$ cat config.mk
export PLATFORM = sky130hd
export DESIGN_NAME = aes_blk_assembler
export DESIGN_NICKNAME = d
export VERILOG_FILES = /design/src/rtl/aes_pkg.sv /design/src/rtl/aes_blk_slot.sv /design/src/rtl/aes_blk_assembler.sv
export SDC_FILE = /design/constraint.sdc
export NUM_CORES = 1
export LEC_CHECK = 0
export ABC_AREA = 1
export BUFFER_PORTS_ARGS = -buffer_cell sky130_fd_sc_hd__buf_4
export CELL_PAD_IN_SITES_DETAIL_PLACEMENT = 0
export CELL_PAD_IN_SITES_GLOBAL_PLACEMENT = 1
export CORE_ASPECT_RATIO = 0.5
export CORE_MARGIN = 8
export CORE_UTILIZATION = 44
export CTS_BUF_LIST = sky130_fd_sc_hd__clkbuf_4
export DETAILED_ROUTE_END_ITERATION = 16
export PLACE_DENSITY_LB_ADDON = 0.1
export SKIP_LAST_GASP = 1
export SYNTH_ARGS = -nofsm -noshare
export SYNTH_HDL_FRONTEND = slang
export SYNTH_HIERARCHICAL = 1
export SYNTH_SLANG_ARGS = --single-unit
export TNS_END_PERCENT = 100
$ cat constraint.sdc
create_clock -name clk -period 1.85 [get_ports clk]
set_input_delay 0.185 -clock clk [delete_from_list [all_inputs] [get_ports clk]]
set_output_delay 0.185 -clock clk [all_outputs]
set_load 0.02 [all_outputs]
$ cat src/rtl/aes_pkg.sv
// Shared types and constants for AES block assembly: byte/word/state layouts
// and the word-fill FSM encoding.
package aes_pkg;

  localparam int unsigned AES_NW = 4;
  localparam int unsigned AES_NB = 4;
  localparam int unsigned WIDX_W = $clog2(AES_NW);

  typedef logic [7:0]                 byte_t;
  typedef byte_t [AES_NB-1:0]         word_t;
  typedef byte_t [AES_NW*AES_NB-1:0]  state_t;

  typedef enum logic [1:0] {
    F_IDLE,
    F_REQ,
    F_CAP
  } fill_state_e;

endpackage

$ cat src/rtl/aes_blk_slot.sv
// One 16-byte AES state buffer with word-indexed write and a full flag.
module aes_blk_slot
  import aes_pkg::*;
(
  input  logic              clk,
  input  logic              resetn,
  input  logic              clr_i,
  input  logic              wr_en_i,
  input  logic [WIDX_W-1:0] wr_idx_i,
  input  word_t             wr_data_i,
  input  logic              set_full_i,
  input  logic              clr_full_i,
  output logic              full_o,
  output state_t            data_o
);

  state_t data_q;
  logic   full_q;

  always_ff @(posedge clk or negedge resetn) begin
    if (!resetn) begin
      data_q <= '0;
      full_q <= 1'b0;
    end else if (clr_i) begin
      data_q <= '0;
      full_q <= 1'b0;
    end else begin
      if (wr_en_i) begin
        for (int unsigned w = 0; w < AES_NW; w++) begin
          if (wr_idx_i == WIDX_W'(w)) begin
            data_q[w*AES_NB +: AES_NB] <= wr_data_i;
          end
        end
      end
      // Fill and drain never target the same slot in one cycle.
      if (set_full_i) begin
        full_q <= 1'b1;
      end else if (clr_full_i) begin
        full_q <= 1'b0;
      end
    end
  end

  assign full_o = full_q;
  assign data_o = data_q;

endmodule

$ cat src/rtl/aes_blk_assembler.sv
// Assembles 4-byte collector words into 16-byte AES state blocks through a
// ping-pong pair of slots, with valid/ready delivery to the AES core.
module aes_blk_assembler
  import aes_pkg::*;
(
  input  logic                           clk,
  input  logic                           resetn,
  input  logic                           flush,
  input  logic                           word_valid,
  output logic                           word_rd,
  input  logic [AES_NB*8-1:0]            word_in,
  output logic                           blk_valid,
  input  logic                           blk_ready,
  output logic [AES_NW*AES_NB*8-1:0]     blk_out,
  output logic [WIDX_W-1:0]              fill_cnt
);

  localparam int unsigned NW = AES_NW;

  fill_state_e       state_q;
  logic              word_rd_q;
  logic [WIDX_W-1:0] fill_cnt_q;
  logic              fill_sel_q;
  logic              out_sel_q;

  logic [1:0]        buf_full;
  state_t            buf_data [2];

  logic              cap_c;
  logic              last_c;
  logic              drain_c;

  assign cap_c   = (state_q == F_CAP) && !flush;
  assign last_c  = (fill_cnt_q == WIDX_W'(NW-1));
  assign drain_c = blk_valid && blk_ready && !flush;

  for (genvar s = 0; s < 2; s++) begin : g_slot
    aes_blk_slot u_slot (
      .clk        (clk),
      .resetn     (resetn),
      .clr_i      (flush),
      .wr_en_i    (cap_c && (fill_sel_q == 1'(s))),
      .wr_idx_i   (fill_cnt_q),
      .wr_data_i  (word_in),
      .set_full_i (cap_c && last_c && (fill_sel_q == 1'(s))),
      .clr_full_i (drain_c && (out_sel_q == 1'(s))),
      .full_o     (buf_full[s]),
      .data_o     (buf_data[s])
    );
  end

  // Fill FSM: request, wait for the collector to register the word, capture.
  always_ff @(posedge clk or negedge resetn) begin
    if (!resetn) begin
      state_q    <= F_IDLE;
      word_rd_q  <= 1'b0;
      fill_cnt_q <= '0;
      fill_sel_q <= 1'b0;
      out_sel_q  <= 1'b0;
    end else if (flush) begin
      state_q    <= F_IDLE;
      word_rd_q  <= 1'b0;
      fill_cnt_q <= '0;
      fill_sel_q <= 1'b0;
      out_sel_q  <= 1'b0;
    end else begin
      if (drain_c) begin
        out_sel_q <= ~out_sel_q;
      end
      case (state_q)
        F_IDLE: begin
          if (word_valid && !buf_full[fill_sel_q]) begin
            word_rd_q <= 1'b1;
            state_q   <= F_REQ;
          end
        end
        F_REQ: begin
          word_rd_q <= 1'b0;
          state_q   <= F_CAP;
        end
        F_CAP: begin
          state_q <= F_IDLE;
          if (last_c) begin
            fill_cnt_q <= '0;
            fill_sel_q <= ~fill_sel_q;
          end else begin
            fill_cnt_q <= fill_cnt_q + WIDX_W'(1);
          end
        end
        default: begin
          state_q   <= F_IDLE;
          word_rd_q <= 1'b0;
        end
      endcase
    end
  end

  assign word_rd   = word_rd_q;
  assign fill_cnt  = fill_cnt_q;
  assign blk_valid = buf_full[out_sel_q];
  assign blk_out   = buf_data[out_sel_q];

endmodule

=== After elaboration in Yosys (flattened, before gate mapping) ===
Cells that the tools add are included.

* $lt $le $gt $ge: 3
* Add/sub/neg operators: 1
* Equality and inequality tests: 7
* Reductions and logical operators: 35
* Multiplexer cells: 35
* Bitwise logic cells: 3

{| class="wikitable"
|+ Operators with widths
! kind !! count
|-
| $mux 128 || 7
|-
| $mux 32 || 4
|-
| $reduce_and 2->1 || 10
|-
| $mux 1 || 17
|-
| $reduce_bool 2->1 || 8
|-
| $logic_and 1x1->1 || 11
|-
| $mux 2 || 5
|-
| $eq 2x2->1 const B || 3
|-
| $reduce_bool 3->1 || 2
|-
| $eq 2x1->1 const B || 2
|-
| $logic_not 2->1 || 2
|-
| $lt 1x2->1 const B || 2
|-
| $pmux 2 s2 || 1
|-
| $ne 3x3->1 const B || 1
|-
| $add 2x1->2 const B || 1
|-
| $ge 2x2->1 const B || 1
|-
| $logic_not 1->1 || 2
|-
| $ne 2x2->1 const B || 1
|-
| $not 1->1 || 2
|-
| $not 1->2 || 1
|-
| $pmux 1 s2 || 1
|}

* Word-level logic and storage cells: 123
* Input port bits: 37
* Output and inout port bits: 132
* Bits in registers: 265

=== Longest topological paths before layout ===
Gate-level depths: netlist of run 1.

* Depth in word-level cells: 8
* Gate-level depth with buffers: 9
* Depth with buffers taken out: 8

=== Hierarchy ===
Netlist of run 1, hierarchy kept.

{| class="wikitable"
|+ By module, submodules not included
! module !! sequential area each (sq um) !! instances !! cells each !! area each (sq um)
|-
| aes_blk_slot || 3,228.1 || 2 || 641 || 5,432.7
|-
| aes_blk_assembler || 175.2 || 1 || 471 || 2,060.7
|}

=== Worst setup path before layout of run 1 ===
Ideal clock, no wire load.

* Path kind: reg2reg
* Start point: reg state_q[0]
* End point: reg g_slot[0].u_slot.data_q (netlist bit g_slot[0].u_slot/data_o[103])
* Clock period less this slack: 1.569 ns
* Data arrival time: 1.503 ns
* Cell stages (with the launch flop): 10
* Data required time: 1.784 ns
* Slack: 0.281 ns
* Setup time: 0.066 ns
* Path buffers: 2
* Path through: dfrtp_1 -> nor2_1 -> nand2_1 -> nor2_1 -> buf_2 -> nand3_1 -> nand2_1 -> buf_2 -> nand2_1 -> nand2_1

* Word-level cells in the longest chain between the ends: 5

{| class="wikitable"
|+ RTL lines
! element !! RTL line !! text
|-
| from (decl) || aes_blk_assembler.sv:20 || <nowiki>fill_state_e state_q;</nowiki>
|-
| from (signal assigned) || aes_blk_assembler.sv:55 || <nowiki>state_q <= F_IDLE;</nowiki>
|-
| from (signal assigned) || aes_blk_assembler.sv:61 || <nowiki>state_q <= F_IDLE;</nowiki>
|-
| from (signal assigned) || aes_blk_assembler.sv:74 || <nowiki>state_q <= F_REQ;</nowiki>
|-
| $eq 2x2->1 || aes_blk_assembler.sv:33 || <nowiki>assign cap_c = (state_q == F_CAP) && !flush;</nowiki>
|-
| $logic_and 1x1->1 || aes_blk_assembler.sv:33 ||
|-
| $logic_and 1x1->1 || aes_blk_assembler.sv:42 || <nowiki>.wr_en_i (cap_c && (fill_sel_q == 1'(s))),</nowiki>
|-
| $reduce_bool 2->1 (no source line) || n/a ||
|-
| $reduce_and 2->1 (no source line) || n/a ||
|-
| to (signal, indexed assignment) || aes_blk_slot.sv:31 || <nowiki>data_q[w*AES_NB +: AES_NB] <= wr_data_i;</nowiki>
|-
| to (decl) || aes_blk_slot.sv:17 || <nowiki>state_t data_q;</nowiki>
|}

Every way passes these cells.
A chain may end at the register's enable or synchronous reset.

=== Final worst setup path of run 1 ===
* Start point: reg out_sel_q
* End point: out blk_out[89]

* Word-level cells in the longest chain between the ends: 4

{| class="wikitable"
|+ RTL lines
! element !! RTL line !! text
|-
| from (decl) || aes_blk_assembler.sv:24 || <nowiki>logic out_sel_q;</nowiki>
|-
| from (signal assigned) || aes_blk_assembler.sv:68 || <nowiki>out_sel_q <= ~out_sel_q;</nowiki>
|-
| $not 1->2 (implied by the code) || aes_blk_assembler.sv:101 || <nowiki>assign blk_out = buf_data[out_sel_q];</nowiki>
|-
| $mux 128 (implied by the code) (3 in series) || aes_blk_assembler.sv:101 ||
|-
| to (decl) || aes_blk_assembler.sv:14 || <nowiki>output logic [AES_NW*AES_NB*8-1:0] blk_out,</nowiki>
|}

Every way passes these cells. The select of a mux whose other input is x is not followed.

==> run_results.csv, run 1 <==
group,metric,value,unit
pwr,irDropWorstVdd,0.3735,mV
floorplanning,core-area,28960,um^2
floorplanning,start_util,44.64,%
floorplanning,dieArea,35450,um^2
clocking,cts.clk_slew.worst_paths,0.07,ns
pwr,pwr-share-comb,10.1,%
floorplanning,io_pins,169,
logic_synthesis,synth_seq_cells,265,
grt,grt.overflow.total,0,
logic_synthesis,synth_flop_cell,"dfrtp_1",
grt,use_met2,42.96,%
pwr,finalPower,12300,uW
sta,whs,0.3012,ns
cells_and_area,postLayoutCoreUtil,62.25,%
clocking,cts.sinks,265,
cells_and_area,fin_area,18030,um^2
pwr,leakage,0.009908,uW
place,gp_congestion,0.8455,
grt,use_met1,36.72,%
place,placed_cell_area,14740,um^2
logic_synthesis,synth_fp_nets,1791,
cells_and_area,fin_nets,2036,
logic_synthesis,synth_area,12930,um^2
setup_path,crit_arrival,2.05,ns
logic_synthesis,synthTopCellsByArea,"dfrtp_1 51%, nand2_1 23%, nand3_1 15%",
clocking,clock_latency,0.74,ns
logic_synthesis,syn_area_per_cell,7.374,um^2
logic_synthesis,yosys_warnings,6,
grt,grt_max_degree,72,
grt,grt_pass1_wl,75.22,mm
routing,drt_iter0_drc,1188,
place,hpwlAfterDp,29.01,mm
sta,fin_worst_skew,0.03088,ns
pwr,p_per_area,682.5,nW/um^2
sta,report.final.hold_viol_count,0,
routing,wl_per_cell,20.84,um
logic_synthesis,yosysTopAreaCell,"dfrtp_1",
sta,setup_viol,129,
sta,tightest_slew,0.6285,ns
sta,fin_ws,-0.3854,ns
job,drv_cap,0,
routing,drc_errors,0,
setup_path,crit_start,"out_sel_q",
floorplanning,num_rows,44,
sta,fin_crit_sh,120.8,%
logic_synthesis,seq_area_frac_synth,51.30,%
sta,finalCriticalPeriod,2.235,ns
clocking,cts_inserted_buffers,66,
grt,grt_usage,27.37,%
sta,setup_tns,-41.15,ns
logic_synthesis,synth_top_area_share,51.30,%
clocking,htree_levels,3,
cells_and_area,syn2layout_area_growth,39.46,%
routing,drt_wl_total,50.82,mm
routing,vias,13290,
routing,antenna_left,0,
outcome,violations,"negative setup slack",
grt,grt_pass1_vias,12890,
clocking,clockBufferDepth,3,
floorplanning,die_w,258.4,um
clocking,cts.root.buffer_cell,"clkbuf_4",
setup_path,crit-reg2reg-launch,"state_q[1]",
setup_path,worstSetupStartpointType,"register",
hold_path,hold_class,"in2reg",
sta,drv_slew,0,
grt,grt_antenna_before_repair,1,
logic_synthesis,synthTopCellsByCount,"786 x nand2_1, 397 x nand3_1, 265 x dfrtp_1, 87 x inv_1, 80 x nor2_1",
floorplanning,die_h,137.2,um
pwr,intPower,8831,uW
outcome,status,"complete, but fails checks",
setup_path,cp.required,1.66,ns
clocking,cts_tree,"built",
logic_synthesis,yosysMostFrequentCell,"nand2_1",
pwr,p_seq_share,48.8,%
sta,rsz0062_at_grt,"yes",
hold_path,min_from,"blk_ready",
routing,vias_per_cell,5.450,
setup_path,path_class,"reg2out",
routing,first_pass_iters,6,
place,io_buffers,168,
pwr,switching_power,3472,uW
sta,maxSlewHeadroom,57.95,%
setup_path,endpoint_kind,"output port",
sta,clock.fmax,0.4473,GHz
logic_synthesis,synth_edf_count,0,
pwr,p_clk_share,41.1,%
logic_synthesis,async_reset_ff_share,100.0,%
cells_and_area,drive_gt1_share,27.76,%
grt,grtUsageMet3,6.107,%
logic_synthesis,syn_inst,1753,
logic_synthesis,synth_cell_type_count,17,
pwr,p_sw_share,28.22,%
grt,grt-busiest-layer,"met2",
setup_path,path_max_fanout,5,
-- logic make-up (layout without fill, tap and decap cells) --
family | after synthesis | count (layout) | share of synthesized area [%]
other | 0 | 1 | 0
flip-flops | 265 | 265 | 51.30
buffers and inverters | 217 | 510 | 7.802
adder cells (fa/ha/maj) | 1 | 1 | 0.09678
AO/OA/AOI/OAI | 4 | 4 | 0.1549
AND/OR/NAND/NOR | 1266 | 1266 | 40.64
-- final cells by class --
cell class / instances / area, um^2
fill: 2590 / 10930
sequential: 265 / 6636
multi-input combinational: 1271 / 6255
timing repair buffer: 304 / 3477
clock buffer: 93 / 698.2
tap: 391 / 489.2
inverter: 90 / 352.8
clock inverter: 23 / 116.4
antenna: 1 / 2.502
-- power by group through the flow --
| stage | clock network (uW) | logic [uW] | registers, uW |
|---|---|---|---|
| 2_1_floorplan | 0 | 503 | 6090 |
| 3_3_place_gp | 0 | 1080 | 6100 |
| 3_5_place_dp | 0 | 1090 | 6100 |
| 4_1_cts | 5140 | 1190 | 5990 |
| 5_1_grt | 5470 | 1340 | 6020 |
| 6_report | 5050 | 1240 | 6010 |
-- cells in the final DEF (no fill, tap or decap), drive strengths merged --
cell	n
dlygate4sd3	38
clkinvlp	1
o21ai	2
bufinv	1
clkbuf	101
nand2	786
clkinv	20
nor3	2
nor2	80
a21oi	2
dfrtp	265
inv	91
buf	258
ha	1
diode	1
nand4	1
nand3	397
-- critical path, cell delays in order (launching register included) --
cell and delay, ns:
dfrtp_4 0.55, inv_12 0.11, buf_12 0.16, buf_6 0.12
buf_6 0.12, nand2_2 0.05, nand2_2 0.08, buf_6 0.12
-- final timing paths --
kind / to / slack (ns) / cells after the start
max: blk_out[89] / -0.39 / 7
max reg2reg: g_slot[1].u_slot/data_o[39] / 0.16 / 8
min: out_sel_q / 0.30 / 4
min reg2reg: g_slot[1].u_slot/data_o[37] / 0.50 / 2
max in group asynchronous: g_slot[1].u_slot/data_o[5] / 0.60 / 4
min in group asynchronous: g_slot[1].u_slot/data_o[126] / 0.49 / 3
-- sequential cells by signal, indices dropped and copies added (netlist names) --
signal,count
out_sel_q,1
g_slot.u_slot/full_o,2
fill_cnt,2
state_q,2
word_rd,1
g_slot.u_slot/data_o,256
fill_sel_q,1
-- metal layers --
layer | wire length, um | part of all wire, %
met1 | 21650 | 43
met2 | 23000 | 45
met3 | 4394 | 8.6
met4 | 1775 | 3.5
met5 | 0 | 0
-- through the flow --
| step | std cells | setup WS [ns] |
|---|---|---|
| 3_5_place_dp | 2249 | 0.2233 |
| 5_1_grt | 2438 | -0.4677 |
| 6_report | 2438 | -0.3854 |
| 2_1_floorplan | 1753 | 0.2807 |
| 4_1_cts | 2427 | -0.4353 |
| 3_3_place_gp | 2249 | 0.2614 |
-- repair_timing --
item | CTS | global route
hold buffers | 38 | 0
hold endpoints to repair | 530 | 0
resized for setup | 106 | 314
pin swaps | 12 | 80
gates cloned | 12 | 11
endpoints found under the setup margin | 129 | 130
buffers inserted | 12 | 2
Power figures use the tool's default switching activity.
==> run 2: changes to the inputs <==
- PLACE_DENSITY: unset -> 0.88
- PLACE_DENSITY_LB_ADDON: 0.1 -> unset
==> run 2 against run 1 <==
The flow still finishes with violations (negative setup slack). Core utilization fell by 4.3 points. Wire length fell by 8.9%. Sequential power barely moved. Critical endpoint is now blk_out[60]. Critical path depth fell by 2. Largest cell class unchanged. Global-route usage fell by 1.5 points. Via count fell by 4.2%. Fmax rose by 1.1%. Combinational power fell by 6%. Count of clock-buffer cells in the layout fell by 2. Register-to-register slack got worse by 0.02 ns. Sequential cell count did not move. Clock skew fell by 0.0062 ns.
==> run_results.csv, run 2 (synthesized netlist as in run 1, its figures left out) <==
group,metric,value,unit
cells_and_area,most-common-layout-cells,"705 x nand2_1, 397 x nand3_1, 263 x dfrtp_1, 153 x buf_4, 91 x clkbuf_4",
pwr,leakage,0.009862,uW
grt,grt.overflow.total,0,
grt,grt_usage,25.84,%
setup_path,cp.required,1.66,ns
sta,rsz0062_at_grt,"yes",
clocking,clock_latency,0.74,ns
place,hpwlAfterDp,28.13,mm
sta,fin_ws,-0.3611,ns
setup_path,regToRegSetupSlack,0.14,ns
grt,grt_pass1_vias,12510,
routing,drt_iter0_drc,1299,
cells_and_area,largest_reg_flops,256,
setup_path,critical_path.cell_chain,"buf_16 > buf_12 > nand2_1 > nand2_1 > buf_4",
routing,drc_errors,0,
setup_path,cpPeakStageDelay,0.59,ns
setup_path,cpMaxStageDelayCell,"dfrtp_4",
setup_path,path_max_fanout,19,
floorplanning,die_w,258.4,um
routing,drt_wl_total,46.29,mm
setup_path,cp_top_family,"flip-flops",
sta,report.final.hold_viol_count,0,
cells_and_area,postLayoutCoreUtil,57.94,%
sta,setup_tns,-40.01,ns
hold_path,holdPathEnd,"out_sel_q",
cells_and_area,ff_latch_area,6636,um^2
cells_and_area,syn2layout_area_growth,29.79,%
pwr,finalPower,11750,uW
sta,setup_viol,129,
sta,clock.fmax,0.4523,GHz
grt,grt_antenna_before_repair,1,
routing,wl_per_cell,19.34,um
floorplanning,dieArea,35450,um^2
pwr,irDropWorstVdd,0.3869,mV
setup_path,path_class,"reg2out",
floorplanning,core-area,28960,um^2
clocking,cts.clk_slew.worst_paths,0.07,ns
setup_path,crit_arrival,2.03,ns
hold_path,min_path_cells,4,
grt,grt_pass1_wl,71.84,mm
routing,antenna_left,0,
setup_path,timing.rr.end,"g_slot[1].u_slot/data_o[98]",
routing,vias,12730,
floorplanning,num_rows,44,
cells_and_area,fillCellCount,2806,
floorplanning,start_util,44.64,%
job,drv_cap,0,
setup_path,r2r_cells,7,
clocking,clockBufferDepth,3,
place,gp_congestion,0.8307,
pwr,p_per_area,700.2,nW/um^2
clocking,cts.root.buffer_cell,"clkbuf_4",
outcome,status,"complete, but fails checks",
clocking,cts_inserted_buffers,66,
place,io_buffers,168,
cells_and_area,multi_input_area,5639,um^2
sta,fin_crit_sh,119.5,%
place,dp_slack,0.09442,ns
sta,finalCriticalPeriod,2.211,ns
routing,first_pass_iters,7,
sta,drv_slew,0,
hold_path,hold_class,"in2reg",
outcome,violations,"negative setup slack",
floorplanning,die_h,137.2,um
cells_and_area,drive_gt1_share,21.49,%
setup_path,cpMostUsedCell,"nand2_1",
routing,vias_per_cell,5.320,
sta,fin_worst_skew,0.02470,ns
setup_path,crit-reg2reg-launch,"state_q[1]",
clocking,cts_tree,"built",
sta,maxSlewHeadroom,55.15,%
setup_path,endpoint_kind,"output port",
hold_path,min_from,"blk_ready",
clocking,htree_levels,3,
grt,grt_max_degree,81,
sta,tightest_slew,0.6702,ns
floorplanning,io_pins,169,
setup_path,crit_buf_inv,3,
setup_path,worstSetupStartpointType,"register",
setup_path,path_depth,5,
cells_and_area,fin_nets,2015,
cells_and_area,final_common_cell,"nand2_1",
clocking,cts.sinks,265,
==> run 2: changes by cell type in the layout (fill, tap and decap cells not counted), moves of 3 or more <==
cell / change
nand2_1: +110
buf_4: +32
nand2_2: -40
inv_2: -3
nand2_4: -70
clkinv_1: -17
buf_16: -5
buf_6: -44
clkbuf_16: -5
==> run 2: layout make-up <==
class | count | area share (%)
repair inverters | 1 | 0.05220
clock buffers | 91 | 4.072
inverters | 90 | 2.118
diodes | 1 | 0.01492
multi-input cells | 1271 | 33.61
repair buffers | 282 | 17.64
flip-flops and latches | 265 | 39.56
clock inverters | 1 | 0.02237
well taps | 391 | 2.916
==> run 2: power by group <==
group	switching [uW]	internal (uW)
logic	758	403
registers	76.6	5920
clock network	2380	2210
total	3220	8530
==> run 2: how the worst max path moves through the flow <==
stage,start,end
final,out_sel_q,blk_out[60]
after global routing,out_sel_q,blk_out[80]
after CTS,out_sel_q,blk_out[24]
after detailed placement,state_q[1],g_slot[1].u_slot/data_o[106]
after global placement,out_sel_q,blk_out[24]
after floorplan,state_q[0],g_slot[0].u_slot/data_o[103]
==> run 2: worst register-to-register path: cells and delay by family, from the launching register on <==
kind | cells | cell delay, ns
simple gates | 6 | 1.00
flops | 1 | 0.42
buf+inv | 1 | 0.22
==> run 2: what timing repair did <==
item	CTS	global route
resized for setup	73	112
pin swaps	8	12
setup buffers	4	2
gates cloned	7	3
hold buffers	39	0
endpoints found under the setup margin	129	206
hold endpoints to repair	529	0
==> run 2: metal layers <==
metal  track usage [%]  routed length, um  vias to the layer above
met5                 0                  0                        -
met4             11.70               1599                        0
met3             6.107               3536                       97
met2             41.25              21740                      542
met1             33.46              19410                     6102
li1                  -                  -                     5990
==> run 2: metrics by stage <==
step	instances	hold WS, ns	instance area (um^2)
after global routing	2393	0.2790	16780
final	2393	0.2905	16780
after detailed placement	2245	0.07785	14750
after floorplan	1753	-0.1106	12930
after global placement	2245	0.07474	14750
after CTS	2387	0.2311	16310
